===== config.mk =====
export PLATFORM = sky130hd
export DESIGN_NAME = fifo_uart_tx
export DESIGN_NICKNAME = d
export VERILOG_FILES = /design/src/rtl/fifo_uart_tx.sv
export SDC_FILE = /design/constraint.sdc
export NUM_CORES = 1
export LEC_CHECK = 0
export CAP_MARGIN = 20
export CORE_MARGIN = 2
export CORE_UTILIZATION = 60
export DETAILED_ROUTE_END_ITERATION = 10
export DONT_BUFFER_PORTS = 1
export GPL_TIMING_DRIVEN = 0
export PLACE_DENSITY = 0.75
export RECOVER_POWER = 100
export SLEW_MARGIN = 20
export SYNTH_ARGS = -nofsm -noshare
export SYNTH_HDL_FRONTEND = slang
export SYNTH_SLANG_ARGS = --single-unit

===== constraint.sdc =====
create_clock -name clk -period 2 [get_ports clk]
set_input_delay 0.4 -clock clk [delete_from_list [all_inputs] [get_ports clk]]
set_output_delay 0.4 -clock clk [all_outputs]
set_load 0.03 [all_outputs]

===== src/rtl/fifo_uart_tx.sv =====
// fifo_uart_tx
//   Pops bytes from an 8-bit single-clock FIFO and serialises each one as a
//   UART frame on tx: start bit, 8 data bits LSB first, optional even parity,
//   then one or two stop bits.
//
// Parameters
//   CLKS_PER_BIT  clk cycles per serial bit (>= 2)
//   PARITY_EN     1 inserts an even-parity bit after the data bits
//   STOP_BITS     number of stop bits (1 or 2)
//
// Ports
//   clk           system clock, rising edge
//   rst           asynchronous reset, active low
//   fifo_empty    FIFO empty flag (sampled only while idle)
//   fifo_data     FIFO read data, valid the cycle after fifo_read_en
//   fifo_read_en  one-cycle pop request
//   tx            registered serial output, idles high
//   busy          high from the pop cycle through the last stop-bit cycle
//   frame_done    one-cycle pulse on the final stop-bit cycle
module fifo_uart_tx #(
  parameter int CLKS_PER_BIT = 16,
  parameter int PARITY_EN    = 0,
  parameter int STOP_BITS    = 1
) (
  input  logic       clk,
  input  logic       rst,
  input  logic       fifo_empty,
  input  logic [7:0] fifo_data,
  output logic       fifo_read_en,
  output logic       tx,
  output logic       busy,
  output logic       frame_done
);

  localparam int CW = (CLKS_PER_BIT > 1) ? $clog2(CLKS_PER_BIT) : 1;
  localparam logic [CW-1:0] CNT_LAST  = CW'(CLKS_PER_BIT - 1);
  localparam logic [2:0]    STOP_LAST = 3'(STOP_BITS - 1);

  typedef enum logic [2:0] {
    IDLE,
    WAIT,
    START,
    DATA,
    PARITY,
    STOP
  } state_t;

  state_t        state, state_n;
  logic [CW-1:0] cnt, cnt_n;
  logic [2:0]    bit_cnt, bit_cnt_n;
  logic [7:0]    shreg, shreg_n;
  logic          parity, parity_n;
  logic          tx_d;
  logic          cnt_last;

  assign cnt_last = (cnt == CNT_LAST);

  always_ff @(posedge clk or negedge rst) begin
    if (!rst) begin
      state   <= IDLE;
      cnt     <= '0;
      bit_cnt <= '0;
      shreg   <= '0;
      parity  <= 1'b0;
      tx      <= 1'b1;
    end else begin
      state   <= state_n;
      cnt     <= cnt_n;
      bit_cnt <= bit_cnt_n;
      shreg   <= shreg_n;
      parity  <= parity_n;
      tx      <= tx_d;
    end
  end

  always_comb begin
    state_n      = state;
    cnt_n        = cnt;
    bit_cnt_n    = bit_cnt;
    shreg_n      = shreg;
    parity_n     = parity;
    fifo_read_en = 1'b0;
    frame_done   = 1'b0;

    case (state)
      IDLE: begin
        // Gated by rst so no pop request escapes while reset is held.
        if (!fifo_empty && rst) begin
          fifo_read_en = 1'b1;
          state_n      = WAIT;
        end
      end

      WAIT: begin
        shreg_n   = fifo_data;
        parity_n  = ^fifo_data;
        cnt_n     = '0;
        bit_cnt_n = '0;
        state_n   = START;
      end

      START: begin
        if (cnt_last) begin
          cnt_n     = '0;
          bit_cnt_n = '0;
          state_n   = DATA;
        end else begin
          cnt_n = cnt + CW'(1);
        end
      end

      DATA: begin
        if (cnt_last) begin
          cnt_n   = '0;
          shreg_n = {1'b0, shreg[7:1]};
          if (bit_cnt == 3'd7) begin
            bit_cnt_n = '0;
            state_n   = (PARITY_EN != 0) ? PARITY : STOP;
          end else begin
            bit_cnt_n = bit_cnt + 3'd1;
          end
        end else begin
          cnt_n = cnt + CW'(1);
        end
      end

      PARITY: begin
        if (cnt_last) begin
          cnt_n     = '0;
          bit_cnt_n = '0;
          state_n   = STOP;
        end else begin
          cnt_n = cnt + CW'(1);
        end
      end

      STOP: begin
        // bit_cnt counts stop bits so the baud counter stays CLKS_PER_BIT wide.
        if (cnt_last) begin
          cnt_n = '0;
          if (bit_cnt == STOP_LAST) begin
            frame_done = 1'b1;
            bit_cnt_n  = '0;
            state_n    = IDLE;
          end else begin
            bit_cnt_n = bit_cnt + 3'd1;
          end
        end else begin
          cnt_n = cnt + CW'(1);
        end
      end

      default: begin
        state_n = IDLE;
        cnt_n   = '0;
      end
    endcase
  end

  // tx is the registered line level of the state entered next cycle, so the
  // output flop flips exactly at the state/bit boundary.
  always_comb begin
    tx_d = 1'b1;
    case (state_n)
      START:   tx_d = 1'b0;
      DATA:    tx_d = shreg_n[0];
      PARITY:  tx_d = parity_n;
      default: tx_d = 1'b1;
    endcase
  end

  assign busy = (state != IDLE) || fifo_read_en;

endmodule


; ---- Word-level counts from Yosys, hierarchy flattened
; Cells that the tools add are included.
[totals]
out_inout_bits = 4
inputBits = 11
reg_bits = 20
[classes]
n_reduce_logical = 13
n_addsub = 2
n_eq_ne = 13
mux = 25
[op_table]
columns = op, n
row1 = 2-to-1 mux 3 bit, 12
row2 = case mux 3 bit (6 select lines), 1
row3 = case mux 8 bit (2 select lines), 1
row4 = equality test 3 x 2 -> 1 bit (second input constant), 4
row5 = equality test 3 bit (second input constant), 4
row6 = case mux 3 bit (4 select lines), 1
row7 = 2-to-1 mux 8 bit, 1
row8 = case mux 4 bit (2 select lines), 1
row9 = XOR reduction 8 bit, 1
row10 = logical NOT 3 bit, 2
row11 = 2-to-1 mux 1 bit, 6
row12 = adder 4 x 1 -> 4 bit (second input constant), 1
row13 = equality test 4 bit (second input constant), 1
row14 = 2-to-1 mux 4 bit, 1
row15 = != test 2 bit (second input constant), 2
row16 = AND reduction 4 bit, 1
row17 = nonzero test 4 bit, 1
row18 = OR reduction 4 bit, 1
row19 = adder 3 x 1 -> 3 bit (second input constant), 1
row20 = equality test 3 x 1 -> 1 bit (second input constant), 1
row21 = case mux 1 bit (3 select lines), 1
row22 = nonzero test 3 bit, 1
row23 = != test 2 x 1 -> 1 bit (second input constant), 1
row24 = AND reduction 2 bit, 1
row25 = other kinds (5), 5

; ---- Logic depth before layout (Yosys ltp)
[logic_depth]
word_depth = 6
mapped_depth = 6
ltp_nobuf = 6

; ---- Least setup slack after synthesis
; Ideal clock, no wire load.
[synth_timing]
path_type = reg2out
startpoint = reg cnt[0]
endpoint = out frame_done
arrival_time_ps = 1370
path_slack_ps = 230
stages_incl_launch_ff = 5
n_path_buf = 0
path_cell_list = dfrtp_1 -> ha_1 -> and4_4 -> nand2_1 -> nor2_1
[synth_via]
elab_chain_len = 3
[synth_rtl]
columns = item, line
row1 = start: declaration, 49  ; logic [CW-1:0] cnt, cnt_n;
row2 = start signal: assignment, 68  ; cnt <= cnt_n;
row3 = equality test 4 bit, 56  ; assign cnt_last = (cnt == CNT_LAST);
row4 = 2-to-1 mux 1 bit, 139  ; if (cnt_last) begin
row5 = 2-to-1 mux 1 bit, 85  ; case (state)
row6 = end: declaration, 32  ; output logic frame_done
; Every way passes these cells.

; ---- Worst setup path in the final report
[layout_timing]
startpoint = reg state[2]
endpoint = out fifo_read_en
[layout_via]
elab_chain_len = 2
[layout_rtl]
columns = item, line
row1 = start: declaration, 48  ; state_t state, state_n;
row2 = start signal: assignment, 67  ; state <= state_n;
row3 = logical NOT 3 bit, 85
row4 = 2-to-1 mux 1 bit, 85
row5 = end: declaration, 29  ; output logic fifo_read_en,
; Every way passes these cells.

==> results_dict.tcl <==
set metrics [dict create \
    syn_nets 144 \
    finalClockSkew_ns 0.00241 \
    ys.flop_type "dfrtp_1" \
    fin_tns_setup_ns 0 \
    layout_common_cells "17 x dfrtp_1, 15 x o22ai_1, 9 x nand2_1" \
    rows 16 \
    ys_ff_latch 20 \
    netlist_instances 129 \
    io_buffer_count 0 \
    power_density_nw_per_um2 1330 \
    setup_viol 0 \
    netlist-cell-type-count 44 \
    min_path_type "in2reg" \
    dpl.hpwl_mm 1.90 \
    clock_latency_ns 0.30 \
    first_pass_iters 4 \
    finalCritPeriodShare 0.962 \
    netlist_area_um2 1240 \
    cp_max_fo 10 \
    cts_sinks 20 \
    crit_required_ns 1.60 \
    fp.dieW_um 49.6 \
    drcViolationCount 0 \
    seq_area_um2 504 \
    gp_congestion 0.801 \
    first_iter_violations 37 \
    routed_wl_mm 2.68 \
    grt_usage 0.233 \
    leakagePower_nw 0.571 \
    period_minus_slack_ns 1.92 \
    ant_nets 0 \
    io_pins 15 \
    initial_utilization 0.635 \
    route.vias.total 1020 \
    max_freq_ghz 0.520 \
    endpoint_kind "output pin" \
    path_class "reg2out" \
    dieArea_um2 2460 \
    yosys_warnings 0 \
    ir_drop_mv 0.876 \
    multiInputGateArea_um2 699 \
    htree_levels 1 \
    final_cell_area_um2 1350 \
    clkTransAtPathRegs_ns 0.11 \
    crit_arrival_ns 1.52 \
    async_flop_share 1.00 \
    synth_area_per_cell_um2 9.65 \
    nNetsFinal 151 \
    slew_headroom 0.403 \
    coreArea_um2 1960 \
    final_layout_size_suffix_gt1_frac 0.170 \
    synth_edf_count 0 \
    antenna_cells 0 \
    n_fill_cell 157 \
    cts_tree "yes" \
    syn2layout_area_growth_pct 8.74 \
    hold_violations 0 \
    maxCapViolations 0 \
    dieHeight_um 49.6 \
    worst_pin_slew_ns 0.893 \
    rsz0062_at_grt "false" \
    antenna_found_initial 0 \
    final_common_cell "dfrtp_1" \
    grt_pass1_wl_mm 4.37 \
    cts_buffer_depth 2 \
    grt_pass1_vias 972 \
    ys_seq_area_frac 0.403 \
    whs_ns 0.234 \
    setup.worst_path.start_class "register" \
    placed_area_um2 1280 \
    grt_max_degree 21 \
    cts_buffers 3 \
    status "complete, no violations" \
    root_buffer "clkbuf_4" \
    vias_per_cell 6.30 \
    wl_per_cell_um 16.6 \
    gr-total-overflow 0 \
    slew_violations 0 \
]
-- per-layer routing --
metal | GRT usage | share of wire | vias to the layer above
li1 | - | - | 491
met1 | 0.318 | 0.47 | 486
met2 | 0.389 | 0.46 | 37
met3 | 0.0333 | 0.059 | 6
met4 | 0.0556 | 0.010 | 0
met5 | 0 | 0 | -
-- logic make-up (layout without fill, tap and decap cells) --
kind of cell | Yosys count | in the layout | synth area share
adder cells (fa/ha/maj) | 4 | 4 | 0.0402
AND/OR/NAND/NOR | 37 | 37 | 0.170
flip-flops | 20 | 20 | 0.403
AO/OA/AOI/OAI | 44 | 44 | 0.251
XOR/XNOR | 9 | 9 | 0.0694
buffers and inverters | 14 | 20 | 0.0583
multiplexers | 1 | 1 | 0.00804
-- state kept, by name, summed over array words and instances (netlist names) --
register  count
state         3
bit_cnt       3
cnt           4
parity        1
tx            1
shreg         8
-- repair_timing --
item,in CTS,in global routing
endpoints found under the setup margin,2,2
hold endpoints to repair,20,0
hold buffers,1,0
pin swaps,1,2
resized for setup,6,6
buffers inserted,0,1
-- area by class of cell --
| type | count | area share |
|---|---|---|
| multi-input cells | 95 | 0.517 |
| flip-flops and latches | 20 | 0.372 |
| plain buffers | 6 | 0.0314 |
| well taps | 27 | 0.0250 |
| inverters | 8 | 0.0222 |
| clock buffers | 4 | 0.0194 |
| repair buffers | 2 | 0.0129 |
-- where the power goes --
| part | internal, mW | switching, mW |
|---|---|---|
| Clock | 0.0777 | 0.119 |
| Combinational | 0.437 | 0.388 |
| Sequential | 0.597 | 0.187 |
| Total | 1.11 | 0.694 |
-- metrics by stage --
stage / setup WS (ns) / power (mW) / instances / util
global route: 0.00308 / 1.95 / 162 / 0.690
finish: 0.0761 / 1.81 / 162 / 0.690
floorplan: 0.230 / 1.36 / 129 / -
global placement: 0.129 / 1.47 / 156 / 0.652
detailed placement: 0.125 / 1.52 / 156 / 0.652
CTS: 0.0121 / 1.73 / 161 / 0.682
-- critical path, cell delays in order, from the launching register on --
cell	delay, ns
dfrtp_2	0.46
buf_2	0.22
nor3_4	0.25
nor2b_4	0.29
-- synth_stat cells (all sizes together), types with 2 or more instances --
| cell type | instances | area, um^2 |
|---|---|---|
| nand2 | 10 | 40.0 |
| a22o | 4 | 35.0 |
| ha | 4 | 50.1 |
| xnor2 | 7 | 61.3 |
| o22ai | 15 | 93.8 |
| and3 | 2 | 17.5 |
| buf | 5 | 38.8 |
| a2bb2oi | 2 | 17.5 |
| a31oi | 2 | 27.5 |
| nor2b | 3 | 18.8 |
| a21oi | 8 | 40.0 |
| inv | 8 | 30.0 |
| dfrtp | 19 | 475 |
| a22oi | 2 | 15.0 |
| nor3 | 2 | 15.0 |
| nand2b | 3 | 18.8 |
| nor2 | 6 | 22.5 |
| nand3 | 5 | 25.0 |
| o21ai | 4 | 20.0 |
| xor2 | 2 | 25.0 |
-- worst paths after layout --
kind,depth (start not counted),end,startpoint,slack (ns)
max in group asynchronous,1,cnt[0]$_DFFE_PN0P_,rst,0.74
min in group asynchronous,1,shreg[4]$_DFFE_PN0P_,rst,0.66
hold / removal,1,shreg[7]$_DFFE_PN0P_,fifo_data[7],0.23
setup / recovery,3,fifo_read_en,state[2]$_DFF_PN0_,0.08
hold reg to reg,1,shreg[7]$_DFFE_PN0P_,shreg[7]$_DFFE_PN0P_,0.52
setup reg to reg,5,shreg[3]$_DFFE_PN0P_,state[2]$_DFF_PN0_,0.44
Power figures use the tool's default switching activity.
